$ cat src/rtl/uart_tx_arbiter.sv
// uart_tx_arbiter: round-robin owner of the single UART transmitter.
// One of four byte-stream requesters holds the grant for a whole packet.
// A gap follows every packet. A requester that stalls mid-packet is dropped
// after HOLD_TIMEOUT idle cycles.
//
// Handshakes:
//   requester -> arbiter: req[i] stays high with stable data until req_ack[i]
//     pulses for one cycle. The next byte may be presented the cycle after.
//   arbiter -> transmitter: tx_start pulses for one cycle with tx_data valid.
//     The transmitter raises tx_busy on the following cycle and lowers it
//     once the frame is out.
// dbg_state and dbg_ptr expose the FSM state and round-robin pointer.
module uart_tx_arbiter #(
  parameter int          GAP_CYCLES   = 434,
  parameter logic [15:0] HOLD_TIMEOUT = 16'd60000
) (
  input  logic        clk_50M,
  input  logic        rst,
  input  logic [3:0]  req,
  input  logic [31:0] req_data,
  input  logic [3:0]  req_last,
  output logic [3:0]  req_ack,
  output logic        grant_valid,
  output logic [1:0]  grant_id,
  output logic        abort,
  output logic [7:0]  tx_data,
  output logic        tx_start,
  input  logic        tx_busy,
  output logic [2:0]  dbg_state,
  output logic [1:0]  dbg_ptr
);

  typedef enum logic [2:0] {
    ARB       = 3'd0,
    SEND      = 3'd1,
    WAIT_BUSY = 3'd2,
    WAIT_DONE = 3'd3,
    GAP       = 3'd4
  } state_t;

  localparam logic [15:0] GAP_W = GAP_CYCLES[15:0];

  state_t      state_q, state_d;
  logic [1:0]  ptr_q, ptr_d;
  logic [1:0]  grant_id_q, grant_id_d;
  logic        grant_valid_q, grant_valid_d;
  logic        last_q, last_d;
  logic [15:0] hold_q, hold_d;
  logic [15:0] gap_q, gap_d;
  logic [7:0]  tx_data_q, tx_data_d;
  logic        tx_start_q, tx_start_d;
  logic [3:0]  req_ack_q, req_ack_d;
  logic        abort_q, abort_d;

  logic        found;
  logic [1:0]  sel;
  logic [1:0]  idx;

  // Round-robin search starting just after the last granted requester.
  always_comb begin
    found = 1'b0;
    sel   = 2'd0;
    idx   = 2'd0;
    for (int k = 1; k <= 4; k++) begin
      idx = ptr_q + 2'(k);
      if (!found && req[idx]) begin
        found = 1'b1;
        sel   = idx;
      end
    end
  end

  // Next-state and registered-output logic for the packet FSM.
  always_comb begin
    state_d       = state_q;
    ptr_d         = ptr_q;
    grant_id_d    = grant_id_q;
    grant_valid_d = grant_valid_q;
    last_d        = last_q;
    hold_d        = hold_q;
    gap_d         = gap_q;
    tx_data_d     = tx_data_q;
    tx_start_d    = 1'b0;
    req_ack_d     = 4'b0000;
    abort_d       = 1'b0;
    case (state_q)
      ARB: begin
        hold_d = 16'd0;
        if (found) begin
          grant_id_d    = sel;
          grant_valid_d = 1'b1;
          ptr_d         = sel;
          state_d       = SEND;
        end
      end
      SEND: begin
        if (req[grant_id_q]) begin
          // Byte ready; it goes out only when the transmitter is idle.
          if (!tx_busy) begin
            tx_data_d  = req_data[{grant_id_q, 3'b000} +: 8];
            tx_start_d = 1'b1;
            req_ack_d  = 4'b0001 << grant_id_q;
            last_d     = req_last[grant_id_q];
            hold_d     = 16'd0;
            state_d    = WAIT_BUSY;
          end
        end else begin
          // Stalled requester: release the grant once the hold limit hits.
          hold_d = hold_q + 16'd1;
          if (hold_q + 16'd1 == HOLD_TIMEOUT) begin
            abort_d       = 1'b1;
            grant_valid_d = 1'b0;
            hold_d        = 16'd0;
            gap_d         = 16'd0;
            state_d       = GAP;
          end
        end
      end
      WAIT_BUSY: begin
        if (tx_busy) state_d = WAIT_DONE;
      end
      WAIT_DONE: begin
        if (!tx_busy) begin
          if (last_q) begin
            grant_valid_d = 1'b0;
            gap_d         = 16'd0;
            state_d       = GAP;
          end else begin
            state_d = SEND;
          end
        end
      end
      GAP: begin
        // GAP_CYCLES+1 cycles here, so GAP_CYCLES=0 still gives one cycle.
        if (gap_q == GAP_W) begin
          gap_d   = 16'd0;
          state_d = ARB;
        end else begin
          gap_d = gap_q + 16'd1;
        end
      end
      default: state_d = ARB;
    endcase
  end

  // State and output registers with synchronous reset.
  always_ff @(posedge clk_50M) begin
    if (rst) begin
      state_q       <= ARB;
      ptr_q         <= 2'd3;
      grant_id_q    <= 2'd0;
      grant_valid_q <= 1'b0;
      last_q        <= 1'b0;
      hold_q        <= 16'd0;
      gap_q         <= 16'd0;
      tx_data_q     <= 8'h00;
      tx_start_q    <= 1'b0;
      req_ack_q     <= 4'b0000;
      abort_q       <= 1'b0;
    end else begin
      state_q       <= state_d;
      ptr_q         <= ptr_d;
      grant_id_q    <= grant_id_d;
      grant_valid_q <= grant_valid_d;
      last_q        <= last_d;
      hold_q        <= hold_d;
      gap_q         <= gap_d;
      tx_data_q     <= tx_data_d;
      tx_start_q    <= tx_start_d;
      req_ack_q     <= req_ack_d;
      abort_q       <= abort_d;
    end
  end

  assign req_ack     = req_ack_q;
  assign grant_valid = grant_valid_q;
  assign grant_id    = grant_id_q;
  assign abort       = abort_q;
  assign tx_data     = tx_data_q;
  assign tx_start    = tx_start_q;
  assign dbg_state   = state_q;
  assign dbg_ptr     = ptr_q;

endmodule

$ cat config.mk
export PLATFORM = sky130hd
export DESIGN_NAME = uart_tx_arbiter
export DESIGN_NICKNAME = d
export VERILOG_FILES = /design/src/rtl/uart_tx_arbiter.sv
export SDC_FILE = /design/constraint.sdc
export NUM_CORES = 1
export LEC_CHECK = 0
export BUFFER_PORTS_ARGS = -buffer_cell sky130_fd_sc_hd__buf_2
export CAP_MARGIN = 20
export CORE_ASPECT_RATIO = 0.5
export CORE_MARGIN = 3
export CORE_UTILIZATION = 55
export DETAILED_ROUTE_END_ITERATION = 10
export GPL_TIMING_DRIVEN = 0
export PLACE_DENSITY = 0.8
export SYNTH_ARGS = -nofsm -noshare
export SYNTH_HDL_FRONTEND = slang
export SYNTH_SLANG_ARGS = --single-unit
$ cat constraint.sdc
create_clock -name clk_50M -period 2.6 [get_ports clk_50M]
set_clock_uncertainty 0.2 [all_clocks]
set_input_delay 0.26 -clock clk_50M [delete_from_list [all_inputs] [get_ports clk_50M]]
set_output_delay 0.26 -clock clk_50M [all_outputs]
set_load 0.05 [all_outputs]
After elaboration in Yosys (flattened, before gate mapping)
Cells that the tools add are included.
{"block": "classes", "eq_ne": 15, "n_reduce_logical": 19, "addsub": 5, "n_lt_le_gt_ge": 5, "n_shift": 2, "bitwise": 3, "n_mul": 0, "mux": 47, "n_div": 0}
{"cell": "two-way mux 16 bit", "n": 8}
{"cell": "case mux 16 bit (3 select lines)", "n": 1}
{"cell": "adder 16 x 1 -> 16 bit (second input constant)", "n": 2}
{"cell": "case mux 16 bit (2 select lines)", "n": 1}
{"cell": "indexed part select 32 x 6 -> 8 bit", "n": 1}
{"cell": "two-way mux 3 bit", "n": 8}
{"cell": "two-way mux 1 bit", "n": 17}
{"cell": "equality test 16 bit (second input constant)", "n": 1}
{"cell": "equality test 16 x 9 -> 1 bit (second input constant)", "n": 1}
{"cell": "< comparator 2 x 3 -> 1 bit (second input constant)", "n": 5}
{"cell": "case mux 3 bit (5 select lines)", "n": 1}
{"cell": "inequality test 2 bit (second input constant)", "n": 7}
{"cell": "binary-select mux 1 bit (select 2 bit)", "n": 6}
{"cell": "AND reduction 6 bit", "n": 2}
{"cell": "two-way mux 2 bit", "n": 4}
{"cell": "equality test 3 x 2 -> 1 bit (second input constant)", "n": 2}
{"cell": "inequality test 3 bit (second input constant)", "n": 2}
{"cell": "nonzero test 3 bit", "n": 2}
{"cell": "OR reduction 3 bit", "n": 2}
{"cell": "AND reduction 5 bit", "n": 1}
{"cell": "adder 2 bit (second input constant)", "n": 2}
{"cell": "AND reduction 2 bit", "n": 2}
{"cell": "OR reduction 4 bit", "n": 1}
{"cell": "<< shifter 1 x 2 -> 4 bit (first input constant)", "n": 1}
{"cell": "10 further kinds", "n": 16}
{"block": "word_totals", "elab_cells": 107, "latch_bits": 0, "memories": 0, "ff_bits": 55, "mem_bits_ro": 0, "ramBits": 0, "in_bits": 43}

Longest topological paths before layout
{"block": "depth", "depth_word": 15, "mapped_depth": 9}

Least setup slack after synthesis
OpenSTA, ideal clock, no wires.
{"block": "synth_path", "kind": "register to register", "start": "register grant_id_q[0], in the netlist grant_id[0]", "end": "register tx_data_q[2], in the netlist tx_data[2]", "t_required_ns": 2.272, "synth_period_minus_slack_ns": 2.655, "path_stages_with_launch": 9, "slack_ns": -0.055, "arrival_ns": 2.327, "n_path_buf": 2, "path_cell_list": "dfxtp_1 > buf_6 > mux4_2 > or2_4 > a31oi_4 > o211ai_2 > buf_6 > mux2i_1 > nor2_1"}
{"block": "synth_via", "elab_chain_len": 3, "word_cells_on_any_way": 4, "classes_between": "shift (1); mux (2); reduce/logical (1)"}
{"item": "start, declared", "line": "45", "rtl": "logic [1:0] grant_id_q, grant_id_d;"}
{"item": "start signal, assigned", "line": "163", "rtl": "grant_id_q <= grant_id_d;"}
{"item": "branches (longest 3 deep; another with indexed part select 32 x 6 -> 8 bit)"}
{"item": "end signal, assigned", "line": "168", "rtl": "tx_data_q <= tx_data_d;"}
{"item": "end, declared", "line": "50", "rtl": "logic [7:0] tx_data_q, tx_data_d;"}
Several ways; the timed one is not identified. The select of a mux whose other input is x is not followed.
A chain may end at the register's enable or synchronous reset.

Worst setup path after layout
{"block": "layout_path", "start": "register hold_q[0]", "end": "register hold_q[5]"}
{"block": "layout_via", "elab_chain_len": 5}
{"item": "start, declared", "line": "48", "rtl": "logic [15:0] hold_q, hold_d;"}
{"item": "start signal, assigned", "line": "166", "rtl": "hold_q <= hold_d;"}
{"item": "adder 16 x 1 -> 16 bit *", "line": "109, 110"}
{"item": "equality test 16 bit", "line": "110", "rtl": "if (hold_q + 16'd1 == HOLD_TIMEOUT) begin"}
{"item": "two-way mux 16 bit *", "line": "110"}
{"item": "two-way mux 16 bit *", "line": "97", "rtl": "if (req[grant_id_q]) begin"}
{"item": "case mux 16 bit (2 select lines) *", "line": "86", "rtl": "case (state_q)"}
Mark *: on every way between the ends. The rest lies on a longest branch, timed or not.

==> flow_results.xml <==
<?xml version="1.0" encoding="UTF-8"?>
<metrics>
  <group name="power">
    <metric name="fin_total_pwr" unit="mW">2.52</metric>
    <metric name="sequentialPowerShare" unit="%">38.7</metric>
    <metric name="p_leak" unit="nW">1.51</metric>
    <metric name="power.density" unit="mW/mm^2">668</metric>
    <metric name="internal_power_of_the_cells" unit="mW">1.59</metric>
    <metric name="maximum_vdd_ir_drop" unit="mV">0.512</metric>
    <metric name="power_frac_clock" unit="%">26.6</metric>
    <metric name="comb_power_share" unit="%">34.7</metric>
    <metric name="power.switching" unit="uW">933</metric>
    <metric name="sw_frac_of_total" unit="%">37.0</metric>
  </group>
  <group name="critical_path">
    <metric name="reg2reg_slack" unit="ns">0.13</metric>
    <metric name="crit_path_launch_type" unit="">register</metric>
    <metric name="cp.required" unit="ns">2.59</metric>
    <metric name="cp_max_fo" unit="">8</metric>
    <metric name="cp.arrival" unit="ns">2.46</metric>
    <metric name="worstSetupEndpointType" unit="">register</metric>
    <metric name="worstRegToRegCells" unit="">8</metric>
    <metric name="crit_type" unit="">register to register</metric>
  </group>
  <group name="logic_synthesis">
    <metric name="syn-cell-area" unit="mm^2">0.00313</metric>
    <metric name="synthTopCellsByArea" unit="">sky130_fd_sc_hd__dfxtp_1 (35%), sky130_fd_sc_hd__mux4_2 (6.5%), sky130_fd_sc_hd__o2bb2ai_1 (4.2%)</metric>
    <metric name="yosys.cell_types.count" unit="">59</metric>
    <metric name="post_synth.cell_area_avg" unit="um^2">9.08</metric>
    <metric name="post-synth-top-count-cell" unit="">sky130_fd_sc_hd__dfxtp_1</metric>
    <metric name="synth_async_sr_flop_share" unit="%">0</metric>
    <metric name="netlist_instances" unit="">345</metric>
    <metric name="synth_top_cell_area_share" unit="%">35.2</metric>
    <metric name="synthDominantAreaCellType" unit="">sky130_fd_sc_hd__dfxtp_1</metric>
    <metric name="ys_warn_count" unit="">0</metric>
    <metric name="synth_commonest_cells" unit="">sky130_fd_sc_hd__dfxtp_1 (55), sky130_fd_sc_hd__nand2_1 (34), sky130_fd_sc_hd__nor2_1 (32)</metric>
    <metric name="sequential_to_total_area_share_from_yosys_stat" unit="%">35.2</metric>
    <metric name="synth_seq_cells" unit="">55</metric>
    <metric name="synth_edf_count" unit="">0</metric>
    <metric name="synth_flop_cell" unit="">sky130_fd_sc_hd__dfxtp_1</metric>
    <metric name="syn-num-nets" unit="">391</metric>
  </group>
  <group name="routing">
    <metric name="vias_per_cell" unit="">5.92</metric>
    <metric name="remaining_drc_errors" unit="">0</metric>
    <metric name="detail_route.first_pass.iterations" unit="">4</metric>
    <metric name="route.antenna.remaining_nets" unit="">0</metric>
    <metric name="drt_iter0_drc" unit="">227</metric>
    <metric name="detailroute.via_count" unit="">2881</metric>
    <metric name="wl_per_cell" unit="um">15.0</metric>
    <metric name="detail_route.wirelength" unit="mm">7.29</metric>
  </group>
  <group name="die">
    <metric name="core-area" unit="mm^2">0.00520</metric>
    <metric name="initial_core_util" unit="%">60.2</metric>
    <metric name="die_wd" unit="um">113</metric>
    <metric name="die-area" unit="mm^2">0.00669</metric>
    <metric name="ioPinCount" unit="">65</metric>
    <metric name="die_h" unit="um">59.4</metric>
    <metric name="core.rowCount" unit="">18</metric>
  </group>
  <group name="clock_tree">
    <metric name="tritoncts.num_buffers" unit="">5</metric>
    <metric name="clock_path_buffers" unit="">2</metric>
    <metric name="cts.htree.levels" unit="">2</metric>
    <metric name="cts_tree" unit="">done</metric>
    <metric name="hold_buffers" unit="">0</metric>
    <metric name="clk_latency" unit="ns">0.30</metric>
    <metric name="numClockSinks" unit="">55</metric>
    <metric name="clk_root_buffer_cell" unit="">sky130_fd_sc_hd__clkbuf_16</metric>
    <metric name="clkSlewWorstSetupHoldPaths" unit="ns">0.07</metric>
  </group>
  <group name="outcome">
    <metric name="outcome" unit="">completed</metric>
  </group>
  <group name="timing">
    <metric name="setup-violations-final" unit="">0</metric>
    <metric name="fin_ws" unit="ns">0.127</metric>
    <metric name="whs" unit="ns">0.0760</metric>
    <metric name="actual_transition_at_the_worst_max_transition_pin" unit="ns">0.620</metric>
    <metric name="maxClockFrequency" unit="MHz">404</metric>
    <metric name="timing.max_slew.rel_slack" unit="%">58.7</metric>
    <metric name="period_minus_slack" unit="ns">2.47</metric>
    <metric name="report.final.slew_viol_count" unit="">0</metric>
    <metric name="final_hold_viol_count" unit="">0</metric>
    <metric name="final.period_utilization" unit="%">95.1</metric>
  </group>
  <group name="layout">
    <metric name="nFillCells" unit="">376</metric>
    <metric name="antenna-diode-count" unit="">0</metric>
    <metric name="syn2layout_area_growth" unit="%">20.3</metric>
    <metric name="layout.cells.non_filler" unit="">487</metric>
    <metric name="finalNetCount" unit="">462</metric>
    <metric name="drive_gt1_share" unit="%">29.3</metric>
  </group>
  <group name="grt">
    <metric name="largest_net_degree_at_the_start_of_global_routing" unit="">18</metric>
    <metric name="grt_usage" unit="%">22.8</metric>
    <metric name="grt_pass1_wl" unit="mm">12.2</metric>
    <metric name="grt.overflow.total" unit="">0</metric>
    <metric name="vias_in_the_first_global_route" unit="">2693</metric>
    <metric name="antenna_found_initial" unit="">0</metric>
  </group>
  <group name="placed_design">
    <metric name="detailed_place_hpwl" unit="mm">5.49</metric>
    <metric name="pre_cts_ws" unit="ns">-0.0736</metric>
    <metric name="number_of_port_buffers" unit="">63</metric>
    <metric name="gp_congestion" unit="">0.909</metric>
    <metric name="dp_cells" unit="">478</metric>
  </group>
  <group name="flow_run">
    <metric name="timing.max_cap.violations" unit="">0</metric>
  </group>
  <group name="min_path">
    <metric name="holdCritPathClass" unit="">primary input to register</metric>
    <metric name="worstHoldPathCells" unit="">2</metric>
  </group>
</metrics>
[per-stage QoR]
| step | cell area [um^2] | TNS (ns) | utilization, % |
|---|---|---|---|
| global placement | 3540 | -0.0311 | 68.0 |
| finish | 3770 | 0 | 72.4 |
| detailed placement | 3540 | -0.147 | 68.0 |
| CTS | 3690 | 0 | 70.9 |
| global route | 3770 | -0.0199 | 72.4 |
| floorplan | 3130 | 0 | - |
[critical path, cell delays in order (launching register included)]
cell and delay [ns]:
sky130_fd_sc_hd__dfxtp_2 0.36, sky130_fd_sc_hd__ha_2 0.23, sky130_fd_sc_hd__nand3_4 0.17, sky130_fd_sc_hd__nor3_2 0.08, sky130_fd_sc_hd__or4_1 0.45, sky130_fd_sc_hd__a21oi_4 0.19, sky130_fd_sc_hd__and3_2 0.27, sky130_fd_sc_hd__nor2_1 0.09
sky130_fd_sc_hd__a221o_1 0.32
[layer usage]
layer  up-vias  share of wire (%)  track usage, %
met5         -                  0               0
met4         0               0.55            5.48
met3         4                7.4            7.75
met2       110                 46            39.1
met1      1341                 46            28.2
li1       1426                  -               -
[power by group through the flow]
| stage | clock network (mW) | logic (mW) | registers, mW |
|---|---|---|---|
| floorplan | 0 | 0.469 | 1.19 |
| global placement | 0 | 0.841 | 0.988 |
| detailed placement | 0 | 0.861 | 0.990 |
| CTS | 0.682 | 0.863 | 0.973 |
| global route | 0.727 | 0.936 | 0.985 |
| finish | 0.670 | 0.874 | 0.974 |
[cell type report]
class	count	area [um^2]	area share (%)
clock buffers	5	125	3.32
inverters	9	33.8	0.897
clock inverters	3	20.0	0.531
plain buffers	20	110	2.92
flip-flops and latches	55	1100	29.3
repair buffers	64	323	8.57
multi-input cells	261	1960	52.1
well taps	70	87.6	2.32
[cells in the final DEF (no fill, tap or decap), types with 4 or more instances in the layout]
cell	n
sky130_fd_sc_hd__buf_2	67
sky130_fd_sc_hd__dfxtp_1	52
sky130_fd_sc_hd__nand2_1	32
sky130_fd_sc_hd__nor2_1	32
sky130_fd_sc_hd__nand3_1	16
sky130_fd_sc_hd__o21ai_0	15
sky130_fd_sc_hd__o2bb2ai_1	15
sky130_fd_sc_hd__a21oi_1	12
sky130_fd_sc_hd__xnor2_1	11
sky130_fd_sc_hd__inv_1	9
sky130_fd_sc_hd__clkbuf_1	9
sky130_fd_sc_hd__mux4_2	9
sky130_fd_sc_hd__nand4_1	9
sky130_fd_sc_hd__xor2_1	9
sky130_fd_sc_hd__and3_1	9
sky130_fd_sc_hd__mux2i_1	9
sky130_fd_sc_hd__nor3_1	8
sky130_fd_sc_hd__a221o_1	5
sky130_fd_sc_hd__clkbuf_16	5
sky130_fd_sc_hd__nor4_2	4
sky130_fd_sc_hd__nor3_4	4
sky130_fd_sc_hd__a211o_1	4
sky130_fd_sc_hd__nor4_1	4
[flip-flops by register name, summed over array words and instances (netlist names)]
signal and count:
gap_q 16, hold_q 16, tx_data 8, req_ack 4, dbg_state 3, dbg_ptr 2, grant_id 2, abort 1
grant_valid 1, last_q 1, tx_start 1
[final timing paths]
path                   start          to
hold reg to reg   hold_q[15]  hold_q[15]
setup reg to reg   hold_q[0]   hold_q[5]
hold / removal           rst    tx_start
setup / recovery   hold_q[0]   hold_q[5]
[logic make-up (layout without fill, tap and decap cells)]
group	count (synthesis)	in the layout	synth area share, %
adders and majority gates	3	3	1.20
DFF	55	55	35.2
and+or+nand+nor	144	144	25.3
xor gates and xnor gates	20	20	5.59
muxes	19	19	10.2
AOI/OAI and AO/OA	75	75	18.0
buffers and inverters	29	101	4.51
[timing repair]
| action | in CTS | in global routing |
|---|---|---|
| gates resized for setup | 2 | 15 |
| buffers inserted | 0 | 1 |
| setup endpoints to repair | 22 | 31 |
| pin swaps | 0 | 2 |
(Power assumes the default switching activity.)
